==> config.mk <==
export PLATFORM = sky130hd
export DESIGN_NAME = seq_alu
export DESIGN_NICKNAME = d
export VERILOG_FILES = /design/src/rtl/seq_alu.sv
export SDC_FILE = /design/constraint.sdc
export NUM_CORES = 1
export LEC_CHECK = 0
export BUFFER_PORTS_ARGS = -buffer_cell sky130_fd_sc_hd__buf_2
export CELL_PAD_IN_SITES_DETAIL_PLACEMENT = 2
export CELL_PAD_IN_SITES_GLOBAL_PLACEMENT = 2
export CORE_ASPECT_RATIO = 1.5
export CORE_MARGIN = 2
export CORE_UTILIZATION = 31
export DETAILED_ROUTE_END_ITERATION = 8
export PLACE_DENSITY = 0.78
export SYNTH_ARGS = -nofsm -noshare
export SYNTH_HDL_FRONTEND = slang
export SYNTH_SLANG_ARGS = --single-unit
==> constraint.sdc <==
create_clock -name clk -period 6.34 [get_ports clk]
set_input_delay 0.317 -clock clk [delete_from_list [all_inputs] [get_ports clk]]
set_output_delay 0.317 -clock clk [all_outputs]
set_load 0.005 [all_outputs]
==> src/rtl/seq_alu.sv <==
// seq_alu: registered ALU with a valid/ready handshake on both sides.
// Single-cycle ops (add/sub/logic/shift) finish on the accept edge.
// The unsigned multiply is an iterative shift-add over WIDTH cycles.
// A stored carry register supports multi-word add/sub chains.
module seq_alu #(
  parameter int         WIDTH       = 16,
  parameter logic [0:0] RESET_CARRY = 1'b0
) (
  input  logic             clk,
  input  logic             rst_n,
  input  logic [WIDTH-1:0] inA,
  input  logic [WIDTH-1:0] inB,
  input  logic             inC,
  input  logic             cSel,
  input  logic [2:0]       opc,
  input  logic             inValid,
  output logic             inReady,
  output logic [WIDTH-1:0] outW,
  output logic             zer,
  output logic             neg,
  output logic             cout,
  output logic             ovf,
  output logic             outValid,
  input  logic             outReady
);

  // Step counter must hold values 0..WIDTH-1.
  localparam int CW = $clog2(WIDTH + 1);
  localparam logic [CW-1:0] LAST_STEP = CW'(WIDTH - 1);

  localparam logic [2:0] OP_ADD = 3'b000;
  localparam logic [2:0] OP_SUB = 3'b001;
  localparam logic [2:0] OP_AND = 3'b010;
  localparam logic [2:0] OP_OR  = 3'b011;
  localparam logic [2:0] OP_XOR = 3'b100;
  localparam logic [2:0] OP_NOT = 3'b101;
  localparam logic [2:0] OP_SHR = 3'b110;
  localparam logic [2:0] OP_MUL = 3'b111;

  typedef enum logic [1:0] {
    S_IDLE = 2'b00,
    S_MUL  = 2'b01,
    S_DONE = 2'b10
  } state_t;

  state_t r_state;
  state_t w_state_next;

  // Result and flag registers, all loaded on the same edge.
  logic [WIDTH-1:0] r_outW;
  logic             r_zer;
  logic             r_neg;
  logic             r_cout;
  logic             r_ovf;

  // Stored carry for chained multi-word add/sub.
  logic             r_creg;

  // Multiplier datapath: multiplicand shifts left, multiplier shifts right.
  logic [2*WIDTH-1:0] r_mcand;
  logic [WIDTH-1:0]   r_mplier;
  logic [2*WIDTH-1:0] r_acc;
  logic [CW-1:0]      r_cnt;

  // Handshake and decode.
  logic w_accept;
  logic w_is_mul;
  logic w_is_addsub;
  logic w_ce;
  logic w_mul_last;

  // Single-cycle ALU.
  logic [WIDTH-1:0] w_b_op;
  logic             w_cin;
  logic [WIDTH:0]   w_sum;
  logic             w_add_ovf;
  logic [WIDTH-1:0] w_alu_w;
  logic             w_alu_cout;
  logic             w_alu_ovf;

  // Multiplier step.
  logic [2*WIDTH-1:0] w_acc_step;
  logic [WIDTH-1:0]   w_mul_w;
  logic               w_mul_cout;

  // Result mux into the output registers.
  logic             w_load;
  logic [WIDTH-1:0] w_res_w;
  logic             w_res_cout;
  logic             w_res_ovf;

  assign w_accept    = inValid && (r_state == S_IDLE);
  assign w_is_mul    = (opc == OP_MUL);
  assign w_is_addsub = (opc == OP_ADD) || (opc == OP_SUB);
  assign w_ce        = cSel ? r_creg : inC;
  assign w_mul_last  = (r_state == S_MUL) && (r_cnt == LAST_STEP);

  // Subtract is A + ~B + ~Ce so one adder serves both; cout then means "no borrow".
  assign w_b_op    = (opc == OP_SUB) ? ~inB : inB;
  assign w_cin     = (opc == OP_SUB) ? ~w_ce : w_ce;
  assign w_sum     = {1'b0, inA} + {1'b0, w_b_op} + {{WIDTH{1'b0}}, w_cin};
  // Overflow: both adder operands share a sign that the result does not.
  assign w_add_ovf = (inA[WIDTH-1] == w_b_op[WIDTH-1]) &&
                     (w_sum[WIDTH-1] != inA[WIDTH-1]);

  // Partial product for the current multiplier bit.
  assign w_acc_step = r_acc + (r_mplier[0] ? r_mcand : '0);
  assign w_mul_w    = w_acc_step[WIDTH-1:0];
  assign w_mul_cout = |w_acc_step[2*WIDTH-1:WIDTH];

  // Accept and multiply completion are mutually exclusive (IDLE vs MUL state).
  assign w_load     = (w_accept && !w_is_mul) || w_mul_last;
  assign w_res_w    = w_mul_last ? w_mul_w    : w_alu_w;
  assign w_res_cout = w_mul_last ? w_mul_cout : w_alu_cout;
  assign w_res_ovf  = w_mul_last ? 1'b0       : w_alu_ovf;

  // Single-cycle opcode decode; MUL falls through to zeros and is never loaded here.
  always_comb begin
    w_alu_w    = '0;
    w_alu_cout = 1'b0;
    w_alu_ovf  = 1'b0;
    case (opc)
      OP_ADD, OP_SUB: begin
        w_alu_w    = w_sum[WIDTH-1:0];
        w_alu_cout = w_sum[WIDTH];
        w_alu_ovf  = w_add_ovf;
      end
      OP_AND: w_alu_w = inA & inB;
      OP_OR:  w_alu_w = inA | inB;
      OP_XOR: w_alu_w = inA ^ inB;
      OP_NOT: w_alu_w = ~inA;
      OP_SHR: begin
        w_alu_w    = {w_ce, inA[WIDTH-1:1]};
        w_alu_cout = inA[0];
      end
      default: begin
        w_alu_w    = '0;
        w_alu_cout = 1'b0;
        w_alu_ovf  = 1'b0;
      end
    endcase
  end

  // Next-state logic: IDLE accepts, MUL runs WIDTH steps, DONE waits for the consumer.
  always_comb begin
    w_state_next = r_state;
    case (r_state)
      S_IDLE: begin
        if (w_accept) begin
          w_state_next = w_is_mul ? S_MUL : S_DONE;
        end
      end
      S_MUL: begin
        if (r_cnt == LAST_STEP) begin
          w_state_next = S_DONE;
        end
      end
      S_DONE: begin
        if (outReady) begin
          w_state_next = S_IDLE;
        end
      end
      default: w_state_next = S_IDLE;
    endcase
  end

  // State register; reset drops any operation in flight.
  always_ff @(posedge clk or negedge rst_n) begin
    if (!rst_n) begin
      r_state <= S_IDLE;
    end else begin
      r_state <= w_state_next;
    end
  end

  // Result and flags load together and then hold until the next result.
  always_ff @(posedge clk or negedge rst_n) begin
    if (!rst_n) begin
      r_outW <= '0;
      r_zer  <= 1'b0;
      r_neg  <= 1'b0;
      r_cout <= 1'b0;
      r_ovf  <= 1'b0;
    end else if (w_load) begin
      r_outW <= w_res_w;
      r_zer  <= (w_res_w == '0);
      r_neg  <= w_res_w[WIDTH-1];
      r_cout <= w_res_cout;
      r_ovf  <= w_res_ovf;
    end
  end

  // Stored carry follows cout of ADD/SUB only; every other op leaves it alone.
  always_ff @(posedge clk or negedge rst_n) begin
    if (!rst_n) begin
      r_creg <= RESET_CARRY;
    end else if (w_accept && w_is_addsub) begin
      r_creg <= w_alu_cout;
    end
  end

  // Multiplier: latch operands on accept, then one shift-add per cycle, LSB of B first.
  always_ff @(posedge clk or negedge rst_n) begin
    if (!rst_n) begin
      r_mcand  <= '0;
      r_mplier <= '0;
      r_acc    <= '0;
      r_cnt    <= '0;
    end else if (w_accept && w_is_mul) begin
      r_mcand  <= {{WIDTH{1'b0}}, inA};
      r_mplier <= inB;
      r_acc    <= '0;
      r_cnt    <= '0;
    end else if (r_state == S_MUL) begin
      r_acc    <= w_acc_step;
      r_mcand  <= {r_mcand[2*WIDTH-2:0], 1'b0};
      r_mplier <= {1'b0, r_mplier[WIDTH-1:1]};
      r_cnt    <= r_cnt + CW'(1);
    end
  end

  assign inReady  = (r_state == S_IDLE);
  assign outValid = (r_state == S_DONE);
  assign outW     = r_outW;
  assign zer      = r_zer;
  assign neg      = r_neg;
  assign cout     = r_cout;
  assign ovf      = r_ovf;

endmodule

# --- Word-level counts from Yosys, hierarchy flattened ---
# Cells that the tools add are included.
classes:
  n_mux: 23
  add_sub_neg: 4
  n_reduce_logical: 16
  eq_ne: 15
  n_bitwise: 6
ops:
  columns: ["cell", "n"]
  rows:
  - ["$mux 32", 5]
  - ["$pmux 16 s6", 1]
  - ["$mux 16", 4]
  - ["$add 32x32->32", 1]
  - ["$not 16->16", 2]
  - ["$add 16x16->17", 1]
  - ["$add 17x1->17", 1]
  - ["$and 16x16->16", 1]
  - ["$logic_not 16->1", 1]
  - ["$or 16x16->16", 1]
  - ["$reduce_or 16->1", 1]
  - ["$xor 16x16->16", 1]
  - ["$eq 3x3->1 const B", 4]
  - ["$mux 5", 2]
  - ["$mux 2", 4]
  - ["$eq 3x2->1 const B", 2]
  - ["$logic_and 1x1->1", 6]
  - ["$pmux 2 s3", 1]
  - ["$add 5x1->5 const B", 1]
  - ["$eq 5x4->1 const B", 1]
  - ["$mux 1", 5]
  - ["$ne 2x1->1 const B", 2]
  - ["$eq 3x1->1 const B", 1]
  - ["$logic_not 3->1", 1]
  - ["13 further kinds", 14]
totals:
  elab_cells: 75
  reg_bits: 108
  out_inout_bits: 22
  in_bits: 41

# --- Depth between registers and ports, before layout ---
# Gate-level depths: netlist (run 1).
depth:
  word_depth: 8
  mapped_depth: 18
  mapped_depth_nobuf: 15

# --- Least setup slack after synthesis (run 1) ---
# Ideal clock, no wire load.
synth_path:
  path_type: "input-to-reg"
  startpoint: "input opc[0]"
  endpoint: "register r_zer, in the netlist zer"
  arrival_ns: 4.001
  n_path_buf: 4
  slack_ns: 2.262
  required_time_ns: 6.263
  setup_time_ns: 0.077
  stages: 18
  path_cell_list: "buf_2 > buf_1 > clkbuf_1 > and2_1 > clkbuf_1 > xnor2_1 > fa_1 > inv_1 > fa_1 > nor2b_1 > o31a_1 > o31ai_1 > a21oi_1 > a211o_1 > xnor2_1 > o2111a_1 > nand4_1 > o21ai_1"
synth_between:
  elab_chain_cells: 7
  word_cells_on_any_way: 19
  classes_between: "add/sub: 2; eq/ne: 7; mux: 4; reduce/logical: 6"
synth_lines:
  columns: ["element", "line", "rtl"]
  rows:
  - ["from (decl)", "15", "input logic [2:0] opc,"]
  - ["$eq 3x1->1", "99, 100, 122", null]
  - ["$mux 16", "99", "assign w_b_op = (opc == OP_SUB) ? ~inB : inB;"]
  - ["$add 16x16->17", "101", "assign w_sum = {1'b0, inA} + {1'b0, w_b_op} + {{WIDTH{1'b0}}, w_cin};"]
  - ["$add 17x1->17", "101", null]
  - ["$pmux 16 s6", "122", "case (opc)"]
  - ["$mux 16", "113", "assign w_res_w = w_mul_last ? w_mul_w : w_alu_w;"]
  - ["$logic_not 16->1", "186", "r_zer <= (w_res_w == '0);"]
  - ["to (signal assigned)", "186", null]
  - ["to (decl)", "51", "logic r_zer;"]
# Several ways; a longest one is shown, not always the timed one.
# A chain may end at the register's enable or synchronous reset.

# --- Final worst setup path (run 1) ---
layout_path:
  startpoint: "input opc[0]"
  endpoint: "register r_cout, in the netlist cout"
layout_between:
  elab_chain_cells: 6
  word_cells_on_any_way: 14
  classes_between: "add/sub: 2; eq/ne: 3; mux: 4; reduce/logical: 5"
layout_lines:
  columns: ["element", "line", "rtl"]
  rows:
  - ["$eq 3x1->1", "99, 100, 122", null]
  - ["$mux 16", "99", null]
  - ["$add 16x16->17", "101", null]
  - ["$add 17x1->17", "101", null]
  - ["$pmux 1 s2", "122", null]
  - ["$mux 1", "114", "assign w_res_cout = w_mul_last ? w_mul_cout : w_alu_cout;"]
  - ["to (signal assigned)", "188", "r_cout <= w_res_cout;"]
  - ["to (decl)", "53", "logic r_cout;"]
# Several ways; a longest one is shown, not always the timed one.

==> results.py, run 1 <==
metrics = {
    "status": {
        "status": "complete, no violations",
    },
    "critical_path": {
        "cp_cell_sequence": "buf_2 > and2_1 > buf_4 > xnor2_1 > fa_1 > inv_1 > fa_1 > nor2b_1 > o31a_1 > o31ai_1 > a21oi_1 > a211o_1 > a21oi_1 > o31ai_1 > o22ai_1 > nor2_1",
        "cp_data_required_time_ns": 6.60,
        "cp-start-kind": "input pin",
        "cp_num_buf_inv": 3,
        "ff2ff_path_depth": 14,
        "path_delay_family": "compound AO/OA/AOI/OAI gates",
        "cp.arrival_ns": 4.85,
        "end_kind": "flip-flop",
        "critPathLaunch": "opc[0]",
        "critPathMaxStageDelay_ns": 0.72,
        "r2r_slack_ns": 2.06,
        "cp_slowest_cell": "buf_2",
        "crit_fanout": 45,
        "timing.rr.end": "cout$_DFFE_PN0P_",
        "critPathKind": "in2reg",
        "r2r_start": "r_creg$_DFFE_PN0P_",
    },
    "power": {
        "p_sw_mw": 1.442,
        "p_comb_share_pct": 43.9,
        "clkPwrFrac_pct": 19.0,
        "power.internal_mw": 1.830,
        "p_leak_nw": 4.536,
        "switching_share_pct": 44.06,
        "vdd_drop_max_mv": 0.1514,
        "power_frac_seq_pct": 37.1,
        "powerDensity_nw_per_um2": 338.1,
        "total_power_mw": 3.272,
    },
    "clock_tree": {
        "path_clk_slew_ns": 0.08,
        "cts_tree": "done",
        "post_cts_resized": 0,
        "post-cts-setup-buffer-count": 0,
        "holdBufCountCts": 0,
        "root_buffer": "clkbuf_16",
        "cts_htree_levels": 3,
        "clk_latency_ns": 0.39,
        "cts_buffer_depth": 2,
        "cts.sinks": 107,
        "cts_made_buffers": 9,
    },
    "yosys": {
        "yosysUniqueCellTypes": 78,
        "ys_warn_count": 0,
        "seq_area_frac_synth_pct": 30.52,
        "syn_area_um2": 8772,
        "synth.avg_cell_area_um2": 8.085,
        "synth_edf_count": 0,
        "ys.flop_type": "dfrtp_1",
        "synth-async-reset-ratio_pct": 100.0,
        "synthCells": 1085,
        "synth_nets": 1209,
        "ys_ff_latch": 107,
    },
    "routing": {
        "wl_per_cell_um": 22.84,
        "drc": 0,
        "wirelength_um": 33260,
        "vias": 8295,
        "vias_per_cell": 5.697,
        "dr.pass1.iters": 5,
        "drt_iter0_drc": 337,
        "ant_nets": 0,
    },
    "final_layout": {
        "layout_commonest_cell": "nand2_1",
        "layout_common_cells": "194 x nand2_1, 107 x dfrtp_1, 80 x ha_1, 67 x nor2_1, 66 x a21oi_1",
        "nets": 1229,
        "synthToLayoutAreaGrowth_pct": 10.31,
        "multi_input_area_um2": 5697,
        "drive_gt1_share_pct": 9.730,
        "fillers": 3180,
        "ff_latch_area_um2": 2678,
        "diodes": 0,
    },
    "place": {
        "gp_congestion": 0.8876,
        "hpwl_um": 25540,
        "port_buffers": 62,
    },
    "timing": {
        "max_slew_margin_pct": 25.34,
        "max_freq_mhz": 217.5,
        "fin_crit_ns": 4.597,
        "final.setup.tns_ns": 0,
        "setup_viol": 0,
        "tightestPinTransition_ns": 1.117,
        "slew_viol_final": 0,
        "period_share_pct": 72.50,
        "hold_violations": 0,
        "finalClockSkew_ns": 0.009336,
        "rsz0062_at_grt": "false",
    },
    "floorplan": {
        "io-pin-count": 63,
        "rows": 75,
        "chipWidth_um": 141.4,
        "dieHeight_um": 210.0,
        "die_area_um2": 29690,
        "coreArea_um2": 27870,
        "start_util_pct": 31.47,
    },
    "global_route": {
        "antenna_found_initial": 0,
        "gr-usage-met2_pct": 45.20,
        "gr-max-usage-layer": "met2",
        "grt_util_met1_pct": 24.09,
        "grt_pass1_vias": 9283,
        "grt_pass1_wl_um": 53140,
        "use_met3_pct": 3.317,
        "grt-ovfl-total": 0,
        "grt_util_all_layers_pct": 23.38,
        "grt_max_degree": 67,
    },
    "job": {
        "cap_violations": 0,
    },
    "worst_hold_path": {
        "hp-class": "in2async",
    },
}
==> layer usage <==
| layer | vias to the layer above | share of wire [%] | routed length [µm] |
|---|---|---|---|
| met5 | - | 0 | 0 |
| met4 | 0 | 5.5 | 1827 |
| met3 | 64 | 2.1 | 708 |
| met2 | 125 | 55 | 18350 |
| met1 | 4208 | 37 | 12370 |
| li1 | 3898 | - | - |
==> power by group through the flow <==
stage | Combinational, mW | Clock, mW | Sequential [mW]
floorplan | 0.987 | 0 | 1.12
global placement | 1.38 | 0 | 1.21
detailed placement | 1.44 | 0 | 1.23
CTS | 1.45 | 0.647 | 1.22
global route | 1.62 | 0.669 | 1.26
finish | 1.43 | 0.623 | 1.21
==> sequential cells by signal (all words and copies together), names as in the netlist <==
| signal | count |
|---|---|
| cout | 1 |
| outW | 16 |
| ovf | 1 |
| r_acc | 32 |
| r_cnt | 5 |
| r_creg | 1 |
| r_mcand | 32 |
| r_mplier | 16 |
| r_state | 2 |
| zer | 1 |
==> final cells by class <==
type	count	share of cell area [%]
Clock buffer	9	2.327
Clock inverter	7	0.8663
Inverter	48	1.862
Multi-Input combinational cell	868	58.87
Sequential cell	107	27.67
Tap cell	346	4.474
Timing Repair Buffer	71	3.931
==> worst max-delay path by stage <==
| stage | cells past startpoint | slack (ns) | to |
|---|---|---|---|
| 2_1_floorplan | 18 | 2.26 | zer$_DFFE_PN0P_ |
| 3_3_place_gp | 16 | 1.38 | cout$_DFFE_PN0P_ |
| 3_5_place_dp | 16 | 1.34 | cout$_DFFE_PN0P_ |
| 4_1_cts | 16 | 1.77 | cout$_DFFE_PN0P_ |
| 5_1_grt | 16 | 1.47 | zer$_DFFE_PN0P_ |
| 6_report | 16 | 1.74 | cout$_DFFE_PN0P_ |
==> synth_stat cells, types with 4 or more instances <==
master    number  area share, %
inv_1         48            2.1
nand2b_1      11           0.78
o21ai_0       58            3.3
buf_2          5           0.29
ha_1          80             11
xnor2_1       37            3.7
o211ai_1       8           0.68
nand4_1        6           0.43
or3_1          5           0.36
o221ai_1       8           0.80
a211o_1        5           0.50
clkbuf_1      47            2.0
o21a_1         8           0.68
o22ai_1       26            1.9
o31ai_1        7           0.60
a22oi_1       33            2.8
o21bai_1       4           0.34
and4_1         4           0.40
mux2_2         6           0.77
nand3_1       14           0.80
and3_1        13           0.93
a221oi_1       5           0.50
a31oi_1        9           0.64
a21oi_1       66            3.8
dfrtp_1      107             31
nand2_1      194            8.3
and2_1        37            2.6
a21o_1        22            1.9
o21ai_1       14           0.80
buf_1          9           0.39
mux2i_1       17            1.9
a211oi_1       8           0.68
nor2b_1        9           0.64
nor3_1        15           0.86
nor2_1        69            3.0
xor2_1         9           0.90
==> per-stage QoR <==
stage                     hold slack (ns)  cells  setup WS (ns)  utilization (%)  cell area [µm²]
after CTS                         0.02150   1456          1.773            34.72             9677
final                            0.003208   1456          1.743            34.72             9677
after floorplan                   0.02141   1085          2.262                -             8772
after global routing              0.05161   1456          1.472            34.72             9677
after detailed placement           0.4557   1440          1.337            33.61             9368
after global placement             0.4409   1440          1.382            33.61             9368
==> kinds of logic after synthesis <==
family	after synthesis	share of synthesized area, %
and+or+nand+nor	393	20.50
adders and majority gates	83	12.10
AOI/OAI and AO/OA	319	24.12
DFF	107	30.52
xor gates and xnor gates	46	4.593
buffers and inverters	110	4.821
muxes	27	3.352
No activity file was read; power rests on OpenSTA's default activity.
==> inputs of run 2 (changes only) <==
==> constraint.sdc (replaced) <==
create_clock -name clk -period 4.3 [get_ports clk]
set_input_delay 0.215 -clock clk [delete_from_list [all_inputs] [get_ports clk]]
set_output_delay 0.215 -clock clk [all_outputs]
set_load 0.005 [all_outputs]
==> run 2 against run 1 <==
Against the previous run:
- worst setup slack worse by 1.4 ns
- first-iteration DRC count is 27% lower
- die area stayed put
- sequential share of layout area is 0.30 points lower
- design area is 1.1% higher
- sequential cell count stayed put
- highest routed layer unchanged
- clock skew is 0.0014 ns lower
==> results.py, run 2 (same netlist as run 1, synthesis figures left out) <==
metrics = {
    "timing": {
        "final.setup.tns_ns": 0,
        "finalClockSkew_ns": 0.007922,
        "slew_viol_final": 0,
        "period_share_pct": 91.40,
        "hold_slack_ns": 0.07770,
        "fin_crit_ns": 3.930,
        "tightestPinTransition_ns": 0.9866,
        "setup_viol": 0,
        "hold_violations": 0,
        "max_freq_mhz": 254.4,
        "max_slew_margin_pct": 33.53,
        "rsz0062_at_grt": "false",
    },
    "place": {
        "port_buffers": 62,
        "hpwl_um": 25530,
        "gp_congestion": 0.9770,
        "dpl-instance-area_um2": 9473,
    },
    "worst_hold_path": {
        "hold_depth": 3,
        "hp-class": "in2reg",
    },
    "critical_path": {
        "critPathKind": "reg2reg",
        "cp_cell_sequence": "buf_4 > and2_1 > ha_1 > a21oi_1 > o21ai_1 > a221oi_1 > o21ai_0 > or3_1 > a21oi_1 > o2111ai_1 > nor4_2 > nor2_1",
        "ff2ff_path_depth": 12,
        "path_delay_family": "compound AO/OA/AOI/OAI gates",
        "cp_num_buf_inv": 1,
        "end_kind": "flip-flop",
        "crit_fanout": 32,
        "cp-start-kind": "flip-flop",
        "worst-path-stages": 12,
        "cp_data_required_time_ns": 4.57,
        "cpMostUsedCell": "a21oi_1",
        "cp_slowest_cell": "a221oi_1",
        "critPathMaxStageDelay_ns": 0.50,
        "r2r_slack_ns": 0.37,
        "cp.arrival_ns": 4.20,
    },
    "global_route": {
        "grt_max_degree": 53,
        "antenna_found_initial": 0,
        "grt_util_all_layers_pct": 23.02,
        "grt-ovfl-total": 0,
        "grt_pass1_wl_um": 52560,
        "grt_pass1_vias": 9510,
    },
    "floorplan": {
        "die_area_um2": 29690,
        "start_util_pct": 31.47,
        "io-pin-count": 63,
        "coreArea_um2": 27870,
        "dieHeight_um": 210.0,
        "chipWidth_um": 141.4,
        "rows": 75,
    },
    "routing": {
        "wirelength_um": 32810,
        "drc": 0,
        "ant_nets": 0,
        "wl_per_cell_um": 22.29,
        "dr.pass1.iters": 4,
        "vias": 8378,
        "vias_per_cell": 5.692,
        "drt_iter0_drc": 247,
    },
    "clock_tree": {
        "cts_buffer_depth": 2,
        "post-cts-setup-buffer-count": 0,
        "cts.sinks": 107,
        "clk_latency_ns": 0.39,
        "path_clk_slew_ns": 0.08,
        "cts_htree_levels": 3,
        "root_buffer": "clkbuf_16",
        "cts_made_buffers": 9,
        "cts_tree": "done",
    },
    "power": {
        "powerDensity_nw_per_um2": 490.2,
        "p_leak_nw": 4.603,
        "vdd_drop_max_mv": 0.2183,
    },
    "final_layout": {
        "top_regs": "r_acc x32, r_mcand x32",
        "drive_gt1_share_pct": 10.92,
        "synthToLayoutAreaGrowth_pct": 11.52,
        "design_area_um2": 9783,
        "diodes": 0,
        "layout_commonest_cell": "nand2_1",
        "nets": 1245,
        "fillers": 3125,
        "layout_common_cells": "194 x nand2_1, 107 x dfrtp_1, 80 x ha_1, 67 x nor2_1, 66 x a21oi_1",
    },
    "status": {
        "status": "complete, no violations",
    },
    "job": {
        "cap_violations": 0,
    },
}
run 2: changes by cell type in the layout (fill, tap and decap cells not counted), sizes merged:
cell	before	now
bufinv	1	0
inv	51	52
dlygate4sd3	0	2
buf	71	85
run 2: metal layers:
metal	up-vias	track usage (%)	wire, µm
met4	0	13.66	1783
li1	3924	-	-
met1	4271	22.68	11890
met5	-	0	0
met2	121	45.01	18450
met3	62	2.976	681
run 2: path summary, 6_finish.rpt:
path | start | to
max | r_mplier[0]$_DFFE_PN0P_ | cout$_DFFE_PN0P_
min | inB[5] | r_mplier[5]$_DFFE_PN0P_
max reg2reg | r_mplier[0]$_DFFE_PN0P_ | cout$_DFFE_PN0P_
min reg2reg | r_mplier[12]$_DFFE_PN0P_ | r_mplier[12]$_DFFE_PN0P_
max in group asynchronous | rst_n | r_mcand[17]$_DFFE_PN0P_
min in group asynchronous | rst_n | cout$_DFFE_PN0P_
run 2: cell type report:
| type | count | area [µm²] | area share [%] |
|---|---|---|---|
| tap | 346 | 432.9 | 4.425 |
| clock inverter | 7 | 58.81 | 0.6011 |
| inverter | 48 | 180.2 | 1.842 |
| clock buffer | 9 | 225.2 | 2.302 |
| sequential | 107 | 2678 | 27.37 |
| timing repair buffer | 87 | 505.5 | 5.167 |
| multi-input combinational | 868 | 5703 | 58.29 |
run 2: stage by stage:
| step | cells | total power, mW | setup WS (ns) | utilization, % |
|---|---|---|---|---|
| after floorplan | 1085 | 3.112 | 0.3241 | - |
| after global placement | 1454 | 3.827 | 0.2973 | 33.99 |
| after detailed placement | 1454 | 3.954 | 0.3156 | 33.99 |
| after CTS | 1472 | 4.850 | 0.2467 | 35.08 |
| after global routing | 1472 | 5.177 | 0.1129 | 35.10 |
| final | 1472 | 4.796 | 0.3699 | 35.10 |
run 2: timing repair:
item / CTS / global route
setup endpoints to repair: 0 / 1
endpoints found under the hold margin: 36 / 0
hold buffers: 2 / 0
resized for setup: 0 / 1
run 2: where the power goes:
group | switching [mW] | total [mW] | internal [mW]
clock | 0.464 | 0.868 | 0.404
combinational | 1.37 | 2.20 | 0.832
sequential | 0.300 | 1.73 | 1.43
total | 2.13 | 4.80 | 2.67
run 2: worst reg2reg max path, delay by kind of cell (launching register included):
kind	cells	cell delay, ns
compound gates	6	1.61
buf+inv	1	0.24
flops	1	0.38
fa+ha+maj	1	0.38
simple gates	4	1.21
